**src/rtl/load_store_unit_pkg.sv**
```systemverilog
// Shared types and helpers for the load/store unit: FSM states, RV32I
// width codes, opcode constants and the store-lane/legality rules.
package load_store_unit_pkg;

    typedef enum logic [1:0] {
        LSU_IDLE,
        LSU_ISSUE,
        LSU_WAIT_R,
        LSU_RESP
    } lsu_state_t;

    localparam logic [2:0] F3_B  = 3'd0;
    localparam logic [2:0] F3_H  = 3'd1;
    localparam logic [2:0] F3_W  = 3'd2;
    localparam logic [2:0] F3_BU = 3'd4;
    localparam logic [2:0] F3_HU = 3'd5;

    localparam logic [6:0] LOAD  = 7'b0000011;
    localparam logic [6:0] STORE = 7'b0100011;

    // Loads accept B/H/W/BU/HU; stores accept only B/H/W.
    function automatic logic lsu_f3_illegal(input logic is_ld, input logic [2:0] f3);
        if (is_ld) begin
            return !(f3 == F3_B || f3 == F3_H || f3 == F3_W || f3 == F3_BU || f3 == F3_HU);
        end
        return (f3 > F3_W);
    endfunction

    function automatic logic lsu_misaligned(input logic [1:0] size, input logic [1:0] addr_lo);
        case (size)
            2'd1:    return addr_lo[0];
            2'd2:    return (addr_lo != 2'd0);
            default: return 1'b0;
        endcase
    endfunction

    function automatic logic [3:0] lsu_store_mask(input logic [1:0] size, input logic [1:0] addr_lo);
        case (size)
            2'd0:    return 4'b0001 << addr_lo;
            2'd1:    return addr_lo[1] ? 4'b1100 : 4'b0011;
            default: return 4'b1111;
        endcase
    endfunction

    function automatic logic [31:0] lsu_store_data(input logic [1:0] size, input logic [31:0] rs2);
        case (size)
            2'd0:    return {4{rs2[7:0]}};
            2'd1:    return {2{rs2[15:0]}};
            default: return rs2;
        endcase
    endfunction

endpackage

```
**src/rtl/load_store_unit_load_align.sv**
```systemverilog
// Load-path lane select and sign/zero extension of a memory word.
module lsu_load_align
    import load_store_unit_pkg::*;
(
    input  logic [31:0] mem_rdata,
    input  logic [1:0]  addr_lo,
    input  logic [2:0]  funct3,
    output logic [31:0] result
);

    logic [31:0] shifted;

    always_comb begin
        shifted = mem_rdata >> {addr_lo, 3'b000};
        case (funct3)
            F3_B:    result = {{24{shifted[7]}}, shifted[7:0]};
            F3_H:    result = {{16{shifted[15]}}, shifted[15:0]};
            F3_BU:   result = {24'h0, shifted[7:0]};
            F3_HU:   result = {16'h0, shifted[15:0]};
            default: result = shifted;
        endcase
    end

endmodule

```
**src/rtl/load_store_unit.sv**
```systemverilog
// Data-memory access stage: address generation, alignment checks and a
// req/gnt + rvalid handshake to a word-addressed data memory.
module load_store_unit
    import load_store_unit_pkg::*;
#(
    parameter int unsigned ADDR_W = 8,
    parameter int unsigned DATA_W = 32
) (
    input  logic              clk,
    input  logic              reset,
    input  logic              req_valid,
    output logic              req_ready,
    input  logic              is_load,
    input  logic              is_store,
    input  logic [2:0]        funct3,
    input  logic [DATA_W-1:0] rs1_data,
    input  logic [DATA_W-1:0] rs2_data,
    input  logic [DATA_W-1:0] imm,
    output logic              done,
    output logic [DATA_W-1:0] rdata,
    output logic              err,
    output logic              mem_req,
    input  logic              mem_gnt,
    output logic              mem_we,
    output logic [ADDR_W-1:0] mem_addr,
    output logic [3:0]        mem_wmask,
    output logic [DATA_W-1:0] mem_wdata,
    input  logic              mem_rvalid,
    input  logic [DATA_W-1:0] mem_rdata
);

    lsu_state_t        state, state_n;
    logic              load_q, load_n;
    logic [2:0]        f3_q, f3_n;
    logic [1:0]        addr_lo_q, addr_lo_n;
    logic              done_n, err_n, mem_req_n, mem_we_n;
    logic [DATA_W-1:0] rdata_n, mem_wdata_n;
    logic [ADDR_W-1:0] mem_addr_n;
    logic [3:0]        mem_wmask_n;
    logic [DATA_W-1:0] byte_addr;
    logic [DATA_W-1:0] load_result;
    logic              unused_addr_hi;

    // Word address wraps silently: bits above the memory range are dropped.
    assign byte_addr      = rs1_data + imm;
    assign unused_addr_hi = ^byte_addr[DATA_W-1:ADDR_W+2];
    assign req_ready      = (state == LSU_IDLE);

    lsu_load_align u_load_align (
        .mem_rdata (mem_rdata),
        .addr_lo   (addr_lo_q),
        .funct3    (f3_q),
        .result    (load_result)
    );

    always_comb begin
        state_n     = state;
        load_n      = load_q;
        f3_n        = f3_q;
        addr_lo_n   = addr_lo_q;
        done_n      = 1'b0;
        err_n       = err;
        rdata_n     = rdata;
        mem_req_n   = mem_req;
        mem_we_n    = mem_we;
        mem_addr_n  = mem_addr;
        mem_wmask_n = mem_wmask;
        mem_wdata_n = mem_wdata;

        case (state)
            LSU_IDLE: begin
                err_n = 1'b0;
                if (req_valid && (is_load || is_store)) begin
                    load_n    = is_load;
                    f3_n      = funct3;
                    addr_lo_n = byte_addr[1:0];
                    if (lsu_f3_illegal(is_load, funct3) ||
                        lsu_misaligned(funct3[1:0], byte_addr[1:0])) begin
                        state_n = LSU_RESP;
                        done_n  = 1'b1;
                        err_n   = 1'b1;
                    end else begin
                        state_n     = LSU_ISSUE;
                        mem_req_n   = 1'b1;
                        mem_we_n    = !is_load;
                        mem_addr_n  = byte_addr[ADDR_W+1:2];
                        mem_wmask_n = is_load ? 4'b0000 : lsu_store_mask(funct3[1:0], byte_addr[1:0]);
                        mem_wdata_n = is_load ? '0 : lsu_store_data(funct3[1:0], rs2_data);
                    end
                end
            end
            LSU_ISSUE: begin
                if (mem_gnt) begin
                    mem_req_n = 1'b0;
                    mem_we_n  = 1'b0;
                    if (load_q) begin
                        state_n = LSU_WAIT_R;
                    end else begin
                        state_n = LSU_RESP;
                        done_n  = 1'b1;
                    end
                end
            end
            LSU_WAIT_R: begin
                if (mem_rvalid) begin
                    rdata_n = load_result;
                    state_n = LSU_RESP;
                    done_n  = 1'b1;
                end
            end
            LSU_RESP: begin
                state_n = LSU_IDLE;
                err_n   = 1'b0;
            end
            default: state_n = LSU_IDLE;
        endcase
    end

    always_ff @(posedge clk or posedge reset) begin
        if (reset) begin
            state     <= LSU_IDLE;
            load_q    <= 1'b0;
            f3_q      <= 3'd0;
            addr_lo_q <= 2'd0;
            done      <= 1'b0;
            err       <= 1'b0;
            rdata     <= '0;
            mem_req   <= 1'b0;
            mem_we    <= 1'b0;
            mem_addr  <= '0;
            mem_wmask <= 4'b0000;
            mem_wdata <= '0;
        end else begin
            state     <= state_n;
            load_q    <= load_n;
            f3_q      <= f3_n;
            addr_lo_q <= addr_lo_n;
            done      <= done_n;
            err       <= err_n;
            rdata     <= rdata_n;
            mem_req   <= mem_req_n;
            mem_we    <= mem_we_n;
            mem_addr  <= mem_addr_n;
            mem_wmask <= mem_wmask_n;
            mem_wdata <= mem_wdata_n;
        end
    end

endmodule

```
**config.mk**
```make
export PLATFORM = sky130hd
export DESIGN_NAME = load_store_unit
export DESIGN_NICKNAME = d
export VERILOG_FILES = /design/src/rtl/load_store_unit_pkg.sv /design/src/rtl/load_store_unit_load_align.sv /design/src/rtl/load_store_unit.sv
export SDC_FILE = /design/constraint.sdc
export NUM_CORES = 1
export LEC_CHECK = 0
export ABC_CLOCK_PERIOD_IN_PS = 3550
export CAP_MARGIN = 10
export CORE_MARGIN = 3
export CORE_UTILIZATION = 56
export DETAILED_ROUTE_END_ITERATION = 6
export DONT_BUFFER_PORTS = 1
export PLACE_DENSITY = 0.78
export SYNTH_ARGS = -nofsm -noshare
export SYNTH_HDL_FRONTEND = slang
export SYNTH_HIERARCHICAL = 1
export SYNTH_SLANG_ARGS = --single-unit
```
**constraint.sdc**
```tcl
create_clock -name clk -period 3.55 [get_ports clk]
set_clock_uncertainty 0.15 [all_clocks]
set_input_delay 0.355 -clock clk [delete_from_list [all_inputs] [get_ports clk]]
set_output_delay 0.355 -clock clk [all_outputs]
set_load 0.01 [all_outputs]
```
==> reports/metrics.yaml, run 1 <==
status:
  status: "finished, final reports clean"
global_route:
  grt_pass1_vias: 3761
  grt_max_degree: 76
  overflow: 0
  grt_usage_pct: 23.5
  grt_pass1_wl_mm: 19.1
  grt_antenna_before_repair: 0
worst_setup_path:
  crit_fanout: 75
  cp.required_ns: 3.63
  cp-start-kind: "register"
  path_class: "register to register"
  cp-end-kind: "register"
  cp.arrival_ns: 2.88
clock_tree:
  cts_buffers: 9
  postCtsHoldBufs: 5
  cts_resized: 0
  path_clk_slew_ns: 0.10
  cts_buffer_depth: 2
  root_buffer: "clkbuf_8"
  h-tree-depth: 3
  worstSkewPairLatency_ns: 0.34
  post-cts-setup-buffers: 0
  cts_num_sinks: 88
  tritoncts: "built"
finish:
  n_antenna_cell: 0
  layout.nets: 652
  drive_gt1_share_pct: 16.1
  n_fill_cell: 699
  area_delta_synth_final_pct: 6.15
job:
  maxCapViolCount: 0
timing:
  maxSlewViolCount: 0
  max_slew_margin_pct: 38.9
  holdWs_ns: 0.0129
  period_share_pct: 78.9
  setup_tns_ns: 0
  tightest_slew_ns: 0.916
  finalSetupViolCount: 0
  hold_violations: 0
  finalCriticalPeriod_ns: 2.80
  fmax_ghz: 0.357
  rsz0062_at_grt: "false"
power_and_ir_drop:
  cellLeakagePower_uw: 0.00237
  power.total_uw: 4280
  powerDensity_nw_per_um2: 810
  peakVddDrop_uv: 363
synthesis:
  ys.flop_type: "dfrtp_1"
  synth-seq-cells: 88
  synth_edf_count: 0
  ys_types: 51
  syn_area_um2: 4980
  synth.avg_cell_area_um2: 9.85
  yosysTopAreaCell: "dfrtp_1"
  yosys-top-cells-area: "dfrtp_1 (44%), mux2_2 (11%), mux2i_1 (4.4%)"
  synth_warnings: 6
  synth_cells: 506
  async_flop_share_pct: 100
  ys_seq_area_share_pct: 44.2
  synth_top_area_share_pct: 44.2
  syn-num-nets: 661
min_path:
  hold_path.class: "input pin to register"
floorplan:
  die_w_um: 100
  core_um2: 8420
  start_util_pct: 59.2
  fp.dieArea_um2: 10100
  dieHeight_um: 100
  ios: 219
  rows: 33
placement:
  port_buffers: 0
  gp_congestion: 0.855
  dp_hpwl_mm: 8.91
drt:
  drt-total-wl_mm: 12.0
  vias_per_cell: 6.18
  route.vias.total: 3753
  drt_iter0_drc: 228
  drtAntennaViolNets: 0
  dr.pass1.iters: 5
  wl_per_cell_um: 19.7
  drc: 0
-- cell families after synthesis --
| logic type | after synthesis | share of synthesized area [%] |
|---|---|---|
| buffers and inverters | 71 | 6.25 |
| xor gates and xnor gates | 6 | 1.05 |
| muxes | 72 | 15.7 |
| DFF | 88 | 44.2 |
| AOI/OAI and AO/OA | 142 | 18.1 |
| adders and majority gates | 17 | 4.42 |
| and+or+nand+nor | 110 | 10.3 |
-- path summary, 6_finish.rpt --
check | startpoint | endpoint | slack, ns | cells after the start
min in group asynchronous | reset | mem_wdata[27] | 0.41 | 3
max in group asynchronous | reset | addr_lo_q[1] | 2.28 | 3
worst max register to register | state[0] | mem_wdata[21] | 0.75 | 7
worst min-delay path | rs2_data[0] | mem_wdata[0] | 0.01 | 2
worst min register to register | load_q | load_q | 0.36 | 2
worst max-delay path | state[0] | mem_wdata[21] | 0.75 | 7
-- synthesized netlist by cell type, types with 2 or more instances --
library cell	number
xnor2_1	3
buf_2	9
nor2_1	25
a21oi_1	36
ha_1	16
inv_1	40
dfrtp_1	88
o21bai_1	3
nand2b_1	3
o21ai_0	42
mux2_2	50
buf_1	3
nand3b_1	2
o2bb2ai_1	2
nand2_1	49
buf_6	3
a211oi_1	14
o21ai_2	2
a21o_1	3
clkbuf_1	12
mux2i_1	22
nor2b_1	11
a22oi_1	9
nand3_1	9
buf_4	3
nor4_1	2
xor2_1	3
o211ai_1	19
-- per-layer routing --
layer	vias to the layer above	share of wire, %	wire length, µm	GRT usage, %
li1	1767	-	-	-
met1	1794	39	4700	30.2
met2	171	50	6020	38.8
met3	21	8.6	1030	5.77
met4	0	1.8	220	7.98
met5	-	0	0	0
-- registers in the layout, summed over array words and instances, names as in the netlist --
signal	flops
addr_lo_q	2
state	2
mem_wmask	4
mem_wdata	32
err	1
rdata	32
load_q	1
mem_addr	8
mem_req	1
done	1
f3_q	3
mem_we	1
-- cells in the final DEF (no fill, tap or decap), drive strengths merged, types with 11 or more instances in the layout --
cell type  netlist  layout
a21oi           36      36
ha              16      16
o21ai           45      45
inv             40      39
mux2i           22      22
dfrtp           88      88
o211ai          20      20
mux2            50      50
nor2            26      26
nand2           49      49
a211oi          14      14
nor2b           11      11
clkbuf          12      12
-- metrics by stage --
stage | area [µm²] | utilization (%) | setup WS [ns] | instances
after floorplan | 4980 | - | 0.766 | 506
final | 5290 | 62.8 | 0.751 | 607
after CTS | 5290 | 62.8 | 0.741 | 607
after global placement | 5010 | 59.4 | 0.829 | 586
after detailed placement | 5010 | 59.4 | 0.739 | 586
after global routing | 5290 | 62.8 | 0.532 | 607
-- critical path: stages (launching register included) --
cell and delay, ns:
dfrtp_1 0.41, inv_1 0.13, ha_1 0.35, inv_1 0.11, or2_0 0.51, nor3_4 0.33, buf_12 0.31, mux2_2 0.38
-- final cells by class --
class / count / area, µm² / share of cell area [%]
Inverter: 41 / 155 / 2.93
Sequential cell: 88 / 2200 / 41.6
Timing Repair Buffer: 10 / 100 / 1.89
Tap cell: 105 / 131 / 2.48
Multi-Input combinational cell: 347 / 2470 / 46.7
Clock inverter: 4 / 76.3 / 1.44
Clock buffer: 12 / 155 / 2.93
-- report_power, final --
group          leakage, µW  switching (µW)  internal (µW)
registers          0.00109             607           1470
clock network     0.000113             347            437
logic              0.00117             732            688
Note: power is estimated with default switching activity, not from simulation.
==> inputs of run 2 (changes only) <==
- ABC_CLOCK_PERIOD_IN_PS: 3550 -> 2290
- PLACE_DENSITY: 0.78 -> 0.81
- clock period: 3.55 -> 2.29 ns (I/O delays scaled with it)
==> reports/metrics.yaml, run 2 (same netlist as run 1, synthesis figures left out) <==
worst_setup_path:
  crit_fanout: 14
  crit_family: "buffers and inverters"
  crit_slowest_cell: "dfrtp_1"
  critical-path-max-stage-delay_ns: 0.43
  crit_buf_inv: 4
  cp-start-kind: "register"
  cp.arrival_ns: 2.28
  cp.required_ns: 2.37
  path_class: "register to register"
  cp-end-kind: "register"
  crit_chain: "inv_2 > ha_2 > inv_1 > or2_1 > nor3_4 > buf_4 > clkbuf_16 > mux2_2"
power_and_ir_drop:
  power.total_uw: 6820
  p_seq_share_pct: 47.1
  powerDensity_nw_per_um2: 1180
  combPwrFrac_pct: 35.9
  p_sw_uw: 2690
  power.internal_uw: 4120
  p_clk_share_pct: 17.0
  peakVddDrop_uv: 595
  cellLeakagePower_uw: 0.00258
  sw_frac_of_total_pct: 39.5
global_route:
  grt_max_degree: 57
  overflow: 0
  grt_pass1_wl_mm: 20.0
  grt_pass1_vias: 3980
  grt_usage_pct: 25.2
  grt_antenna_before_repair: 0
timing:
  hold_violations: 0
  tightest_slew_ns: 0.700
  finalSetupViolCount: 0
  setup_slack_ns: 0.0888
  maxSlewViolCount: 0
  holdWs_ns: 0.0134
  max_slew_margin_pct: 53.3
  finalCriticalPeriod_ns: 2.20
  period_share_pct: 96.1
  setup_tns_ns: 0
  fmax_ghz: 0.454
placement:
  gp_congestion: 0.899
  port_buffers: 0
  dp_hpwl_mm: 9.08
  pre_cts_slack_ns: 0.0220
  placedCellCount: 598
finish:
  top_regs: "mem_wdata x32, rdata x32, mem_addr x8"
  layout_commonest_cell: "dfrtp_1"
  layout_common_cells: "dfrtp_1 (88), mux2_2 (50), nand2_1 (49)"
  multi_input_area_um2: 2470
  n_fill_cell: 618
  area_delta_synth_final_pct: 15.7
  seqCellArea_um2: 2200
  drive_gt1_share_pct: 17.7
  n_antenna_cell: 0
  layout.nets: 701
  final_cell_count_no_fill: 654
drt:
  drt_iter0_drc: 291
  dr.pass1.iters: 5
  drt-total-wl_mm: 13.1
  drtAntennaViolNets: 0
  wl_per_cell_um: 20.0
  vias_per_cell: 6.23
  drc: 0
  route.vias.total: 4073
floorplan:
  die_w_um: 100
  dieHeight_um: 100
  core_um2: 8420
  fp.dieArea_um2: 10100
  start_util_pct: 59.2
  rows: 33
  ios: 219
clock_tree:
  root_buffer: "clkbuf_8"
  cts_buffer_depth: 2
  path_clk_slew_ns: 0.09
  cts_num_sinks: 88
  tritoncts: "built"
  h-tree-depth: 3
  cts_buffers: 9
  worstSkewPairLatency_ns: 0.34
min_path:
  hold_path.class: "input pin to register"
status:
  status: "finished, final reports clean"
job:
  maxCapViolCount: 0
[run 2: cell count changes in the layout (fill, tap and decap cells not counted), moves of 2 or more]
cell,before,now
buf_12,1,3
inv_2,0,2
inv_1,39,37
buf_4,4,16
dlygate4sd3_1,5,39
[run 2: through the flow]
stage / cell area, µm² / util, %
after floorplan: 4990 / -
after global placement: 5130 / 60.9
after detailed placement: 5130 / 60.9
after CTS: 5730 / 68.0
after global routing: 5770 / 68.5
final: 5770 / 68.5
[run 2: area by class of cell]
| class | instances | area share (%) |
|---|---|---|
| multi-input cells | 347 | 42.9 |
| flip-flops and latches | 88 | 38.2 |
| repair buffers | 59 | 10.3 |
| inverters | 41 | 2.73 |
| clock buffers | 11 | 2.45 |
| well taps | 105 | 2.28 |
| clock inverters | 3 | 1.17 |
[run 2: timing repair]
action	CTS	global route
buffers inserted	0	2
hold buffers	39	0
endpoints found under the hold margin	127	0
resized for setup	0	3
endpoints found under the setup margin	0	36
[run 2: layer usage]
metal	part of all wire (%)	global-route usage, %	vias to the layer above
met2	51	42.8	223
li1	-	-	1851
met3	8.3	7.23	37
met5	0	0	-
met1	38	29.9	1962
met4	2.6	10.5	0
[run 2: final timing paths]
| kind | startpoint | end | slack [ns] | cells past startpoint |
|---|---|---|---|---|
| min | req_valid | err | 0.01 | 2 |
| max in group asynchronous | reset | f3_q[1] | 1.06 | 3 |
| max | state[0] | mem_wmask[3] | 0.09 | 8 |
| min reg2reg | load_q | load_q | 0.36 | 2 |
| min in group asynchronous | reset | mem_wdata[27] | 0.32 | 3 |
| max reg2reg | state[0] | mem_wmask[3] | 0.09 | 8 |
[run 2: power by group through the flow]
stage               Sequential [µW]  Clock, µW  Combinational, µW
finish                         3210       1160               2450
global route                   3300       1240               2740
CTS                            3220       1180               2410
detailed placement             3240          0               2330
global placement               3200          0               2210
floorplan                      2990          0               1970
==> inputs of run 3 (changes only) <==
- TNS_END_PERCENT: default -> 1
==> reports/metrics.yaml, run 3 (same netlist as run 1, synthesis figures left out) <==
floorplan:
  start_util_pct: 59.2
  rows: 33
  die_w_um: 100
  dieHeight_um: 100
  ios: 219
  fp.dieArea_um2: 10100
  core_um2: 8420
min_path:
  min_delay_path_depth: 2
  hold_path.class: "input pin to register"
  min_to: "err"
  min_from: "req_valid"
power_and_ir_drop:
  peakVddDrop_uv: 735
  powerDensity_nw_per_um2: 1180
  cellLeakagePower_uw: 0.00264
drt:
  wl_per_cell_um: 19.5
  drt_iter0_drc: 208
  drtAntennaViolNets: 0
  met1_length_mm: 4.91
  dr_wl_met3_mm: 1.21
  vias_per_cell: 6.10
  dr.pass1.iters: 4
  highest_layer: "met4"
  dr_wl_met2_mm: 6.35
  route.vias.total: 4019
  drc: 0
  drt-total-wl_mm: 12.8
status:
  status: "finished, final reports clean"
timing:
  max_slew_margin_pct: 52.6
  maxSlewViolCount: 0
  finalCriticalPeriod_ns: 2.18
  fmax_ghz: 0.459
  tightest_slew_ns: 0.709
  hold_violations: 0
  finalSetupViolCount: 0
  rsz0062_at_grt: "false"
  period_share_pct: 95.1
global_route:
  grt_pass1_vias: 4007
  grt_antenna_before_repair: 0
  overflow: 0
  grt_usage_pct: 24.5
  grt_pass1_wl_mm: 19.8
  grt_max_degree: 40
finish:
  layout_common_cells: "dfrtp_1 (88), mux2_2 (50), nand2_1 (49)"
  layout_commonest_cell: "dfrtp_1"
  utilization_pct: 69.9
  layout.nets: 704
  top_regs: "mem_wdata x32, rdata x32, mem_addr x8"
  area_delta_synth_final_pct: 18.2
  drive_gt1_share_pct: 17.7
  n_antenna_cell: 0
  final_area_um2: 5890
placement:
  placed_cell_area_um2: 5150
  gp_congestion: 0.864
  port_buffers: 0
  dp_hpwl_mm: 8.94
worst_setup_path:
  r2r-end: "mem_wdata[16]"
  path_class: "register to register"
  crit_slowest_cell: "dfrtp_1"
  cp-end-kind: "register"
  reg2reg_depth: 8
  crit_buf_inv: 4
  crit_chain: "inv_1 > ha_1 > inv_1 > or2_0 > nor3_4 > buf_12 > buf_12 > mux2_2"
  critical-path-max-stage-delay_ns: 0.41
  crit_family: "buffers and inverters"
  cp.required_ns: 2.37
  cp-start-kind: "register"
  worstReg2RegStart: "state[0]"
  crit_fanout: 7
  rrSetupSlack_ns: 0.11
  cp.arrival_ns: 2.26
clock_tree:
  cts_resized: 0
  cts_buffer_depth: 2
  root_buffer: "clkbuf_8"
  tritoncts: "built"
  cts_buffers: 9
  h-tree-depth: 3
  worstSkewPairLatency_ns: 0.34
  cts_num_sinks: 88
  path_clk_slew_ns: 0.09
job:
  maxCapViolCount: 0
==> run 3: cell types whose count changed in the layout (fill, tap and decap cells not counted), moves of 2 or more <==
cell	change
buf_12	+5
buf_4	-3
inv_1	+2
inv_2	-2
==> run 3: timing repair <==
item	in CTS	in global routing
setup endpoints to repair	0	18
hold buffers	40	0
setup buffers	0	4
endpoints found under the hold margin	72	0
==> run 3: cell type report <==
class / count / area (µm²)
clock buffers: 11 / 141
clock inverters: 5 / 104
fillers: 609 / 2530
inverters: 41 / 158
multi-input cells: 347 / 2470
flip-flops and latches: 88 / 2200
well taps: 105 / 131
repair buffers: 62 / 683
==> run 3: worst register-to-register path, cell delays in order, from the launching register on <==
cell and delay (ns):
dfrtp_1 0.41, inv_1 0.13, ha_1 0.19, inv_1 0.07, or2_0 0.29, nor3_4 0.20, buf_12 0.17, buf_12 0.12
mux2_2 0.33
==> run 3: metrics by stage <==
stage / hold WS [ns] / worst slack [ns] / power [µW] / cells / setup TNS (ns)
finish: 0.0108 / 0.112 / 6950 / 659 / 0
global route: 0.0151 / 0.0505 / 7420 / 659 / 0
CTS: 0.00207 / 0.0264 / 6950 / 654 / 0
detailed placement: 0.0924 / -0.0395 / 5580 / 598 / -0.0705
global placement: 0.0883 / 0.0673 / 5440 / 598 / 0
floorplan: 0.226 / -0.0228 / 4950 / 506 / -0.0685
==> run 3: power breakdown <==
part,internal (µW),switching [µW],total (µW)
combinational,1230,1240,2470
clock,756,542,1300
sequential,2280,905,3190
total,4270,2680,6950
==> run 3: layer usage <==
metal,up-vias,GRT usage (%)
met2,204,39.7
li1,1864,-
met5,-,0
met3,37,6.88
met4,0,9.74
met1,1914,30.9
==> run 3: how the worst max path moves through the flow <==
stage	start	slack, ns	depth (start not counted)	end
after floorplan	state[0]	-0.02	9	mem_wdata[16]
after global placement	rs1_data[0]	0.07	10	mem_wdata[15]
after detailed placement	rs1_data[0]	-0.04	10	mem_wdata[27]
after CTS	state[0]	0.03	9	mem_wdata[27]
after global routing	state[0]	0.05	9	mem_wdata[30]
final	state[0]	0.11	8	mem_wdata[16]
